## src/rtl/ddr3_dev_responder.sv

```systemverilog
// DDR3 device-side responder: decodes the command bus, tracks per-bank row state and
// activate/precharge ages, stores BL8 write bursts, returns reads at CAS latency, flags the first violation.
module ddr3_dev_responder #(
    parameter int DQ_BITS   = 8,
    parameter int BA_BITS   = 3,
    parameter int ADDR_BITS = 14,
    parameter int T_RCD     = 6,
    parameter int T_CL      = 6,
    parameter int T_WL      = 8,
    parameter int T_RAS     = 15,
    parameter int T_RP      = 6,
    parameter int T_MRD     = 4
) (
    input  logic                   i_clk,
    input  logic                   i_rst_n,
    input  logic                   i_cs_n,
    input  logic                   i_ras_n,
    input  logic                   i_cas_n,
    input  logic                   i_we_n,
    input  logic [BA_BITS-1:0]     i_ba,
    input  logic [ADDR_BITS-1:0]   i_addr,
    input  logic [2*DQ_BITS-1:0]   i_wdata,
    output logic [2*DQ_BITS-1:0]   o_rdata,
    output logic                   o_rvalid,
    output logic                   o_ready,
    output logic                   o_err,
    output logic [2:0]             o_err_code
);
    localparam int NB = 1 << BA_BITS;
    localparam int W  = 2 * DQ_BITS;
    localparam logic [4:0] RCD    = 5'(T_RCD);
    localparam logic [4:0] RAS    = 5'(T_RAS);
    localparam logic [4:0] RP     = 5'(T_RP);
    localparam logic [4:0] MRD_LD = 5'(T_MRD - 1);
    localparam logic [4:0] RD_LEN = 5'(T_CL + 3);
    localparam logic [4:0] WR_LEN = 5'(T_WL + 3);

    typedef enum logic {S_INIT, S_READY} state_t;
    state_t r_state, w_state_nxt;

    logic [NB-1:0]                r_open;
    logic [NB-1:0][ADDR_BITS-1:0] r_row;
    logic [NB-1:0][4:0]           r_act_age, r_pre_age;
    logic [4:0]                   r_mrd_cnt, r_bcnt;
    logic                         r_armed, r_is_rd, r_err, r_rvalid;
    logic [2:0]                   r_err_code;
    logic [5:0]                   r_widx;
    logic [3:0][W-1:0]            r_rbuf, r_wbuf;
    logic [W-1:0]                 r_rdata;
    logic [3:0][W-1:0]            r_mem [0:63];

    logic [2:0]    w_rcw, w_code;
    logic          w_nop, w_act, w_rd, w_wr, w_pre, w_mrs, w_ref;
    logic [NB-1:0] w_ras_blk;
    logic [5:0]    w_idx;
    logic          w_beat_act;
    logic [1:0]    w_beat;

    assign w_rcw = {i_ras_n, i_cas_n, i_we_n};
    assign w_nop = i_cs_n || (w_rcw == 3'b111) || (w_rcw == 3'b110);
    assign w_act = !i_cs_n && (w_rcw == 3'b011);
    assign w_rd  = !i_cs_n && (w_rcw == 3'b101);
    assign w_wr  = !i_cs_n && (w_rcw == 3'b100);
    assign w_pre = !i_cs_n && (w_rcw == 3'b010);
    assign w_mrs = !i_cs_n && (w_rcw == 3'b000);
    assign w_ref = !i_cs_n && (w_rcw == 3'b001);
    assign w_idx = {i_ba[1:0], r_row[i_ba][1:0], i_addr[4:3]};
    // The burst counter doubles as the data-beat sequencer over its last four counts.
    assign w_beat_act = (r_bcnt != 5'd0) && (r_bcnt <= 5'd4);
    assign w_beat     = 2'(3'd4 - r_bcnt[2:0]);

    always_comb begin
        w_ras_blk = '0;
        for (int b = 0; b < NB; b++)
            w_ras_blk[b] = r_open[b] && (r_act_age[b] < RAS);
        w_code = 3'd0;
        if (!w_nop) begin
            if (r_mrd_cnt != 5'd0)                         w_code = 3'd7;
            else if (!r_armed && !w_mrs)                   w_code = 3'd1;
            else if (w_rd || w_wr) begin
                if (!r_open[i_ba])                         w_code = 3'd2;
                else if (r_act_age[i_ba] < RCD)            w_code = 3'd3;
                else if (r_bcnt != 5'd0)                   w_code = 3'd7;
            end else if (w_act) begin
                if (r_open[i_ba])                          w_code = 3'd4;
                else if (r_pre_age[i_ba] < RP)             w_code = 3'd5;
            end else if (w_pre) begin
                if (i_addr[10] ? (|w_ras_blk) : w_ras_blk[i_ba]) w_code = 3'd6;
            end else if (w_ref && (|r_open))               w_code = 3'd4;
        end
    end

    always_comb begin
        w_state_nxt = r_state;
        if (r_state == S_INIT && r_armed && r_mrd_cnt == 5'd0)
            w_state_nxt = S_READY;
        o_ready = (r_state == S_READY);
    end

    always_ff @(posedge i_clk or negedge i_rst_n) begin
        if (!i_rst_n) begin
            r_state    <= S_INIT;
            r_open     <= '0;
            r_row      <= '0;
            r_act_age  <= '1;
            r_pre_age  <= '1;
            r_mrd_cnt  <= '0;
            r_bcnt     <= '0;
            r_armed    <= 1'b0;
            r_is_rd    <= 1'b0;
            r_err      <= 1'b0;
            r_err_code <= '0;
            r_rvalid   <= 1'b0;
            r_rdata    <= '0;
            r_widx     <= '0;
            r_rbuf     <= '0;
            r_wbuf     <= '0;
        end else begin
            r_state <= w_state_nxt;
            for (int b = 0; b < NB; b++) begin
                if (r_act_age[b] != 5'd31) r_act_age[b] <= r_act_age[b] + 5'd1;
                if (r_pre_age[b] != 5'd31) r_pre_age[b] <= r_pre_age[b] + 5'd1;
            end
            if (r_mrd_cnt != 5'd0) r_mrd_cnt <= r_mrd_cnt - 5'd1;
            if (r_bcnt != 5'd0)    r_bcnt    <= r_bcnt - 5'd1;
            r_rvalid <= r_is_rd && w_beat_act;
            r_rdata  <= (r_is_rd && w_beat_act) ? r_rbuf[w_beat] : '0;
            if (!r_is_rd && w_beat_act) r_wbuf[w_beat] <= i_wdata;
            if (w_code != 3'd0) begin
                if (!r_err) begin
                    r_err      <= 1'b1;
                    r_err_code <= w_code;
                end
            end else if (!w_nop) begin
                if (w_mrs) begin
                    r_mrd_cnt <= MRD_LD;
                    r_armed   <= 1'b1;
                end
                if (w_act) begin
                    r_open[i_ba]    <= 1'b1;
                    r_row[i_ba]     <= i_addr;
                    r_act_age[i_ba] <= 5'd1;
                end
                if (w_pre) begin
                    for (int b = 0; b < NB; b++)
                        if ((i_addr[10] || BA_BITS'(b) == i_ba) && r_open[b]) begin
                            r_open[b]    <= 1'b0;
                            r_pre_age[b] <= 5'd1;
                        end
                end
                if (w_rd) begin
                    r_bcnt  <= RD_LEN;
                    r_is_rd <= 1'b1;
                    r_rbuf  <= r_mem[w_idx];
                end
                if (w_wr) begin
                    r_bcnt  <= WR_LEN;
                    r_is_rd <= 1'b0;
                    r_widx  <= w_idx;
                end
            end
        end
    end

    // Burst storage is deliberately left unreset; a reset clears r_bcnt so no commit follows.
    always_ff @(posedge i_clk) begin
        if (!r_is_rd && r_bcnt == 5'd1)
            r_mem[r_widx] <= {i_wdata, r_wbuf[2], r_wbuf[1], r_wbuf[0]};
    end

    assign o_rdata    = r_rdata;
    assign o_rvalid   = r_rvalid;
    assign o_err      = r_err;
    assign o_err_code = r_err_code;
endmodule
```

## config.mk

```make
export PLATFORM = sky130hd
export DESIGN_NAME = ddr3_dev_responder
export DESIGN_NICKNAME = d
export VERILOG_FILES = /design/src/rtl/ddr3_dev_responder.sv
export SDC_FILE = /design/constraint.sdc
export NUM_CORES = 2
export LEC_CHECK = 0
export ABC_AREA = 1
export CAP_MARGIN = 20
export CORE_UTILIZATION = 56
export CTS_BUF_LIST = sky130_fd_sc_hd__clkbuf_8
export CTS_CLUSTER_SIZE = 10
export DETAILED_ROUTE_END_ITERATION = 16
export PLACE_DENSITY = 0.73
export SKIP_LAST_GASP = 1
export SLEW_MARGIN = 5
export SYNTH_ARGS = -nofsm -noshare
export SYNTH_HDL_FRONTEND = slang
export SYNTH_SLANG_ARGS = --single-unit
```

## constraint.sdc

```tcl
create_clock -name i_clk -period 5.7 [get_ports i_clk]
set_input_delay 1.14 -clock i_clk [delete_from_list [all_inputs] [get_ports i_clk]]
set_output_delay 1.14 -clock i_clk [all_outputs]
set_load 0.02 [all_outputs]
```

==> results_dict.tcl <==
set metrics [dict create \
    status "finished, final reports clean" \
    synth_top_area_frac 0.7004 \
    period_share 0.7442 \
    io_pins 61 \
    routed_wl_um 502200 \
    grt_start_max_net_pins 174 \
    yosys_most_used_dff "edfxtp_1" \
    vias 113200 \
    postSynthAreaPerCell_sq_um 13.60 \
    cp-start-kind "input port" \
    die_x_um 562.0 \
    clk_transition_reported_paths_ns 0.06 \
    cts.root.buffer_cell "clkbuf_8" \
    cp_slowest_cell "clkdlybuf4s50_1" \
    cap_violations 0 \
    cts_tree "done" \
    crit_type "input port to flip-flop" \
    grt_util_all_layers 0.3104 \
    synth_compound_area_frac 0.1236 \
    cp-end-kind "flip-flop" \
    required_ns 6.81 \
    drive_gt1_frac 0.1032 \
    vias_per_cell 6.322 \
    start_util 0.5630 \
    async_flop_share 0.05882 \
    area_growth_pct 11.21 \
    fillers 22360 \
    fmax_ghz 0.2357 \
    drt_first_pass_iters 9 \
    power.total_w 0.07219 \
    syn_inst 12910 \
    ys_ff_latch 4352 \
    synthSimpleGateAreaFrac 0.03387 \
    yosys.area.top_type "edfxtp_1" \
    dieHeight_um 562.0 \
    nets 13290 \
    synth_area_leaders "edfxtp_1 70%, o21ai_0 6.4%, mux2i_1 5.9%, a21oi_1 3.1%, dfrtp_1 2.5%" \
    cts_buffers 669 \
    ys_types 41 \
    wl_per_cell_um 28.04 \
    syn-num-nets 12970 \
    finClkSkew_ns 0.05037 \
    ys_seq_area_frac 0.7374 \
    leakage_nw 70.53 \
    fin_crit_ns 4.242 \
    netlist_area_sq_mm 0.1756 \
    grt_pass1_vias 107900 \
    final_util 0.6262 \
    clock_sinks 4352 \
    crit_chain "clkdlybuf4s50_1, inv_1, nor2_4, o21ai_0, nand3_1, nor2_1, nand2_1, nand3_1, nor2_1, nor2_1, nand2_1, nand2_1, o21bai_2, nand4_4, buf_12, nand2_1, nand2_1" \
    overflow 0 \
    clock_tree.htree_level_count 6 \
    muxShareOfSynthArea 0.05888 \
    cts_buffer_depth 4 \
    cpPeakStageDelay_ns 0.77 \
    min_path_type "input port to flip-flop" \
    rows 205 \
    crit_top_cell "nand2_1" \
    die_area_sq_mm 0.3158 \
    vdd_drop_max_mv 0.3552 \
    power_per_cell_area_mw_per_mm2 369.6 \
    worst_pin_slew_ns 1.253 \
    worstPathMaxFanout 31 \
    report.final.slew_viol_count 0 \
    max_slew_margin 0.1647 \
    rsz0062_at_grt "no" \
    place_congestion 0.8543 \
    synth_top_family_by_area "compound AO/OA/AOI/OAI gates" \
    cp.arrival_ns 5.35 \
    synth.most_common_cell "edfxtp_1" \
    setup_viol 0 \
    synth_edf_count 4096 \
    ys_warn_count 0 \
    synthXorXnorAreaFrac 0.0009476 \
    holdWs_ns 0.2727 \
    post_cts_buffers 0 \
    clock_latency_ns 1.23 \
    hold_viol 0 \
    first_iter_violations 16570 \
    finalSetupTns_ns 0 \
    antenna_found_initial 15 \
    synth_common_cells "4096 x edfxtp_1, 2246 x o21ai_0, 1159 x inv_1" \
    core_area_sq_mm 0.3119 \
    ant_nets 0 \
    post-route-drc-count 0 \
    io_buffers 51 \
    regArea_sq_mm 0.1295 \
    dp_hpwl_um 258000 \
    multiInputGateArea_sq_mm 0.03898 \
    synthAdderAreaFrac 0.001567 \
    grt_pass1_wl_um 714700 \
]
==> worst max-delay path, delay by kind of cell <==
| kind | cells | cell delay [ns] |
|---|---|---|
| AND/OR/NAND/NOR | 12 | 2.14 |
| buffers and inverters | 3 | 1.53 |
| AO/OA/AOI/OAI | 2 | 0.42 |
==> report_power, final <==
group | switching (W) | leakage (nW) | internal (W)
clock | 0.0121 | 7.21 | 0.0118
combinational | 0.00669 | 23.4 | 0.00197
sequential | 0.000522 | 39.9 | 0.0391
total | 0.0193 | 70.5 | 0.0529
==> metrics by stage <==
step / setup slack [ns] / instances / area, sq um
after floorplan: 1.369 / 12910 / 175600
after global placement: 0.3019 / 16690 / 183000
after detailed placement: 0.3543 / 16690 / 183100
after CTS: 1.644 / 17900 / 195200
after global routing: 1.397 / 17910 / 195300
final: 1.458 / 17910 / 195300
==> cell type report <==
| type | instances | area share |
|---|---|---|
| Sequential cell | 4352 | 0.6631 |
| Clock buffer | 699 | 0.04926 |
| Tap cell | 4140 | 0.02652 |
| Inverter | 1168 | 0.02259 |
| Antenna cell | 5 | 0.00006406 |
| Multi-Input combinational cell | 6576 | 0.1996 |
| Timing Repair Buffer | 459 | 0.02587 |
| Clock inverter | 512 | 0.01300 |
==> final timing paths <==
kind                                     from             to  slack (ns)  cells past startpoint
worst max-delay path                  i_ba[0]      r_rbuf[8]        1.46                     17
worst min-delay path               i_wdata[0]  r_mem[62][48]        0.27                      1
worst max register to register      r_bcnt[0]  r_mem[24][26]        1.62                      6
worst min register to register  o_err_code[1]  o_err_code[1]        0.47                      2
max in group asynchronous             i_rst_n     r_rbuf[25]        3.81                      3
min in group asynchronous             i_rst_n      r_row[57]        0.58                      2
==> cells by family after synthesis <==
family / after synthesis
flops: 4352
mux: 1033
simple gates: 1480
fa+ha+maj: 22
xor+xnor: 19
buf+inv: 1982
compound gates: 4022
==> cell usage in the layout, fill, tap and decap left out, drive strengths merged, types with 86 or more instances in the layout <==
master	n
o211ai	552
inv	1469
buf	426
clkbuf	699
dfrtp	176
edfxtp	4096
nand4	86
mux2i	1033
a21oi	1098
nor2	480
nand2	816
o21ai	2278
clkinv	189
==> registers in the layout (all words and copies together) (netlist names), 8 cells and up <==
signal     count
r_mem       4096
r_rbuf        64
r_wbuf        48
r_act_age     40
r_pre_age     40
o_rdata       16
r_row         16
r_open         8
==> metal layers <==
layer / GRT usage / up-vias / wire length (um)
li1: - / 48270 / -
met3: 0.06002 / 1503 / 63310
met5: 0.0001506 / - / 38
met2: 0.4846 / 7736 / 228200
met4: 0.1546 / 6 / 27550
met1: 0.4204 / 55720 / 183100
==> repair_timing <==
| item | in CTS | in global routing |
|---|---|---|
| gates resized for setup | 0 | 0 |
| hold endpoints to repair | 45 | 0 |
| hold buffers | 1 | 0 |
No activity file was read; power rests on OpenSTA's default activity.
